File: src/rtl/core_logic_if.sv
// core_logic_if: TAP-side strobes and core-side data bundle for the core_logic data register
interface core_logic_if #(
    parameter int DEFAULT = 32
);
    localparam int CW = $clog2(DEFAULT + 1);
    logic                sel;
    logic                capture;
    logic                shift;
    logic                update;
    logic                tdi;
    logic                tdo;
    logic [DEFAULT-1:0]  core_in;
    logic [DEFAULT-1:0]  core_out;
    logic                update_pulse;
    logic                update_err;
    logic [CW-1:0]       shift_count;
    modport master (
        output sel, capture, shift, update, tdi, core_in,
        input  tdo, core_out, update_pulse, update_err, shift_count
    );
    modport slave (
        input  sel, capture, shift, update, tdi, core_in,
        output tdo, core_out, update_pulse, update_err, shift_count
    );
endinterface

File: src/rtl/core_logic.sv
// core_logic: core-clocked capture/shift/update test data register behind the TAP
module core_logic #(
    parameter int                 DEFAULT     = 32,
    parameter logic [DEFAULT-1:0] RESET_VALUE = '0
) (
    input logic         clk,
    input logic         rst,
    core_logic_if.slave bus
);
    localparam int CW = $clog2(DEFAULT + 1);
    localparam logic [CW-1:0] FULL = CW'(DEFAULT);
    logic [DEFAULT-1:0] sr;
    logic [DEFAULT-1:0] out_q;
    logic [CW-1:0]      cnt;
    logic               pulse_q;
    logic               err_q;
    assign bus.tdo          = sr[0];
    assign bus.core_out     = out_q;
    assign bus.shift_count  = cnt;
    assign bus.update_pulse = pulse_q;
    assign bus.update_err   = err_q;
    // One action per selected cycle: capture over shift over update; pulses last one cycle
    always_ff @(posedge clk) begin
        if (rst) begin
            sr      <= RESET_VALUE;
            out_q   <= RESET_VALUE;
            cnt     <= '0;
            pulse_q <= 1'b0;
            err_q   <= 1'b0;
        end else begin
            pulse_q <= 1'b0;
            err_q   <= 1'b0;
            if (bus.sel) begin
                if (bus.capture) begin
                    sr  <= bus.core_in;
                    cnt <= '0;
                end else if (bus.shift) begin
                    sr  <= {bus.tdi, sr[DEFAULT-1:1]};
                    cnt <= (cnt == FULL) ? cnt : cnt + CW'(1);
                end else if (bus.update) begin
                    if (cnt == FULL) begin
                        out_q   <= sr;
                        pulse_q <= 1'b1;
                        cnt     <= '0;
                    end else begin
                        err_q <= 1'b1;
                    end
                end
            end
        end
    end
endmodule

File: src/flat_wrapper.sv
// flat-port wrapper written by rule: the top's interface ports become plain ports
module core_logic_flat 
#(
    parameter int                 DEFAULT     = 32,
    parameter logic [DEFAULT-1:0] RESET_VALUE = '0
)
  (clk, rst, bus_sel, bus_capture, bus_shift, bus_update, bus_tdi, bus_core_in, bus_tdo, bus_core_out, bus_update_pulse, bus_update_err, bus_shift_count);
  core_logic_if #(.DEFAULT(DEFAULT)) bus_i ();
  input logic clk;
  input logic rst;
  input wire logic [$bits(bus_i.sel)-1:0] bus_sel;
  input wire logic [$bits(bus_i.capture)-1:0] bus_capture;
  input wire logic [$bits(bus_i.shift)-1:0] bus_shift;
  input wire logic [$bits(bus_i.update)-1:0] bus_update;
  input wire logic [$bits(bus_i.tdi)-1:0] bus_tdi;
  input wire logic [$bits(bus_i.core_in)-1:0] bus_core_in;
  output wire logic [$bits(bus_i.tdo)-1:0] bus_tdo;
  output wire logic [$bits(bus_i.core_out)-1:0] bus_core_out;
  output wire logic [$bits(bus_i.update_pulse)-1:0] bus_update_pulse;
  output wire logic [$bits(bus_i.update_err)-1:0] bus_update_err;
  output wire logic [$bits(bus_i.shift_count)-1:0] bus_shift_count;
  assign bus_i.sel = bus_sel;
  assign bus_i.capture = bus_capture;
  assign bus_i.shift = bus_shift;
  assign bus_i.update = bus_update;
  assign bus_i.tdi = bus_tdi;
  assign bus_i.core_in = bus_core_in;
  assign bus_tdo = bus_i.tdo;
  assign bus_core_out = bus_i.core_out;
  assign bus_update_pulse = bus_i.update_pulse;
  assign bus_update_err = bus_i.update_err;
  assign bus_shift_count = bus_i.shift_count;
  core_logic #(.DEFAULT(DEFAULT), .RESET_VALUE(RESET_VALUE)) u_core (.clk(clk), .rst(rst), .bus(bus_i));
endmodule
File: config.mk
export PLATFORM = sky130hd
export DESIGN_NAME = core_logic_flat
export DESIGN_NICKNAME = d
export VERILOG_FILES = /design/src/rtl/core_logic_if.sv /design/src/rtl/core_logic.sv /design/src/flat_wrapper.sv
export SDC_FILE = /design/constraint.sdc
export NUM_CORES = 1
export LEC_CHECK = 0
export CORE_ASPECT_RATIO = 1.25
export CORE_UTILIZATION = 30
export CTS_CLUSTER_DIAMETER = 100
export DETAILED_ROUTE_END_ITERATION = 10
export HOLD_SLACK_MARGIN = 0.12
export SLEW_MARGIN = 0
export SYNTH_ARGS = -nofsm -noshare
export SYNTH_HDL_FRONTEND = slang
export SYNTH_SLANG_ARGS = --single-unit
export TNS_END_PERCENT = 50
File: constraint.sdc
create_clock -name clk -period 2 [get_ports clk]
set_input_delay 0.3 -clock clk [delete_from_list [all_inputs] [get_ports clk]]
set_output_delay 0.3 -clock clk [all_outputs]
set_load 0.01 [all_outputs]
==> qor.txt <==
WP buf/inv - 1
GP Congestion - 0.751
CTS tree - done
synthesized net count - 375
M1 GR Usage - 17.3%
Die Width - 90.9 um
post-detail-place hpwl - 4.80 mm
Final Critical Period - 1790 ps
initial drt markers - 68
WP data arrival - 2060 ps
Die Area - 10300 um2
WHS - 360 ps
clock root buffer master - clkbuf_16
number of synthesis warnings - 0
Worst Path Required - 2270 ps
Total GRT Usage - 14.0%
cts repair resizes - 0
Wirelength per Cell - 12.9 um
Die Y-Extent - 113 um
htree depth - 3
Initial Utilization - 30.8%
Num Clock Sinks - 72
Final Hold Viols - 0
clock skew - 5.97 ps
IO buf count - 79
initial antenna violation count - 0
Worst-path clk slew - 50 ps
crit path launch type - flip-flop
final worst-path cycle share - 89.3%
Finish-stage setup viols - 0
first-pass GRT wire length - 11.4 mm
Hold Crit Class - input pin to flip-flop
worst-case vdd ir drop - 0.000391 V
met2 usage - 22.8%
drt drc - 0
Cell Area, Synth - 2960 um2
Cell variety after synth - 33
RSZ-0062 raised after global routing - false
Antenna Cells - 0
max-slew violations - 0
Max stage delay on crit path - 530 ps
maxcap violations - 0
fin nets - 450
synthesis-to-finish area growth - 41.2%
Pleak - 1.55 nW
FF+latch count, synth - 72
Final Util - 43.5%
PwrDens - 814 nW/um2
Antenna Nets Post-Route - 0
Via-to-Cell Ratio - 4.75
met3 Usage GRT - 2.82%
setup TNS - 0 ps
setup bufs post-CTS - 0
Crit. End Element - flip-flop
I/O pin cnt - 80
WS Path Type - flip-flop to flip-flop
Max Clk Rate - 560 MHz
slew margin rel. - 64.8%
Core Area - 9610 um2
run status - completed
# rows - 40
CTS Buffer Depth - 2
crit path max fanout - 6
largest net degree at the start of global routing - 39
Multi-input gate area - 1390 um2
first-pass iteration count of the detailed router - 5
gr busiest metal - met2
layout cells sized above 1 - 7.97%
CTS hold repair buffers - 0
CP cell instances - inv_1, ha_1, nor2b_2, o21ai_0, nor4_2, a221o_1
drt total wl - 6.98 mm
CP max-delay cell - nor4_2
Synth Instances - 334
via count - 2566
Least-Margin Pin Slew - 523 ps
register area - 1440 um2
total congestion overflow - 0
crit-path leading delay family - simple AND/OR/NAND/NOR gates
sequential share of the synthesized area - 48.7%
filler instances - 970
vias in the first global route - 2392
later-pin clock latency in the skew report - 330 ps
CTS Buf Count - 9
syn_area_per_cell - 8.86 um2
final total power - 0.00340 W
==> metrics by stage <==
step	instance area [um2]	setup WS, ps	instances
after global placement	3880	83.2	524
after detailed placement	3880	33.4	524
after floorplan	2960	316	334
final	4180	214	540
after global routing	4180	73.0	540
after CTS	4180	200	540
==> area by class of cell <==
type                    instances  area share [%]
repair buffers                 89            21.1
flip-flops and latches         72            34.5
multi-input cells             235            33.3
clock inverters                 5            1.35
well taps                     126            3.77
clock buffers                  11            5.81
inverters                       2           0.180
==> power breakdown <==
part	switching (W)	internal [W]
Combinational	0.000134	0.000154
Sequential	0.0000397	0.00149
Clock	0.000590	0.000997
==> synthesized netlist by cell type, drive strengths merged <==
cell / n / area share, %
a211oi: 32 / 8.1
a21o: 3 / 0.76
a21oi: 33 / 5.6
a221o: 1 / 0.34
a41o: 1 / 0.34
and2: 2 / 0.42
and3: 1 / 0.21
and4b: 1 / 0.34
and4bb: 1 / 0.42
buf: 17 / 3.0
clkbuf: 8 / 1.0
dfxtp: 72 / 49
ha: 2 / 0.85
inv: 2 / 0.25
mux2i: 32 / 11
nand2: 70 / 8.9
nand2b: 2 / 0.42
nand3: 5 / 0.85
nor2: 34 / 4.3
nor2b: 1 / 0.30
nor3: 1 / 0.17
nor3b: 3 / 1.3
nor4: 1 / 0.42
o21a: 2 / 0.51
o21ai: 1 / 0.17
o311ai: 1 / 0.30
o31ai: 3 / 0.76
or2: 1 / 0.21
or3: 1 / 0.21
==> logic make-up (layout without fill, tap and decap cells) <==
kind of cell               after synthesis  count (layout)  share of synthesized area [%]
AOI/OAI and AO/OA                       77              77                           16.9
muxes                                   32              32                           10.8
and+or+nand+nor                        124             124                           18.5
adders and majority gates                2               2                          0.845
buffers and inverters                   27             107                           4.31
DFF                                     72              72                           48.7
==> sequential cells by signal, summed over array words and instances (netlist names) <==
register,cells
u_core.bus.shift_count,6
u_core.sr,32
u_core.bus.update_pulse,1
u_core.bus.core_out,32
u_core.bus.update_err,1
==> placed cells by master (no fill, tap or decap), types with 2 or more instances in the layout <==
| cell | synthesis | final |
|---|---|---|
| nand2b_1 | 2 | 2 |
| dfxtp_1 | 72 | 72 |
| nand3_1 | 5 | 5 |
| clkbuf_16 | 0 | 9 |
| and2_1 | 2 | 2 |
| a21oi_1 | 33 | 33 |
| a211oi_1 | 32 | 32 |
| buf_4 | 3 | 8 |
| inv_1 | 2 | 2 |
| a21o_1 | 3 | 3 |
| ha_1 | 2 | 2 |
| nor2_1 | 34 | 34 |
| mux2i_1 | 32 | 32 |
| clkdlybuf4s50_1 | 0 | 77 |
| nand2_1 | 70 | 70 |
| buf_2 | 12 | 2 |
| buf_12 | 0 | 2 |
| o31ai_1 | 3 | 3 |
| clkinv_2 | 0 | 2 |
==> final timing paths <==
kind | startpoint | to | slack, ps | cells after the start
max reg2reg | u_core.bus.shift_count[0] | u_core.bus.shift_count[5] | 210 | 6
min | rst | u_core.bus.core_out[29] | 360 | 2
max | u_core.bus.shift_count[0] | u_core.bus.shift_count[5] | 210 | 6
min reg2reg | u_core.bus.core_out[0] | u_core.bus.core_out[0] | 450 | 2
==> per-layer routing <==
| metal | wire length, um | share of wire (%) |
|---|---|---|
| met4 | 144 | 2.1 |
| met1 | 3310 | 47 |
| met5 | 0 | 0 |
| met3 | 304 | 4.4 |
| met2 | 3210 | 46 |
No activity file was read; power rests on OpenSTA's default activity.
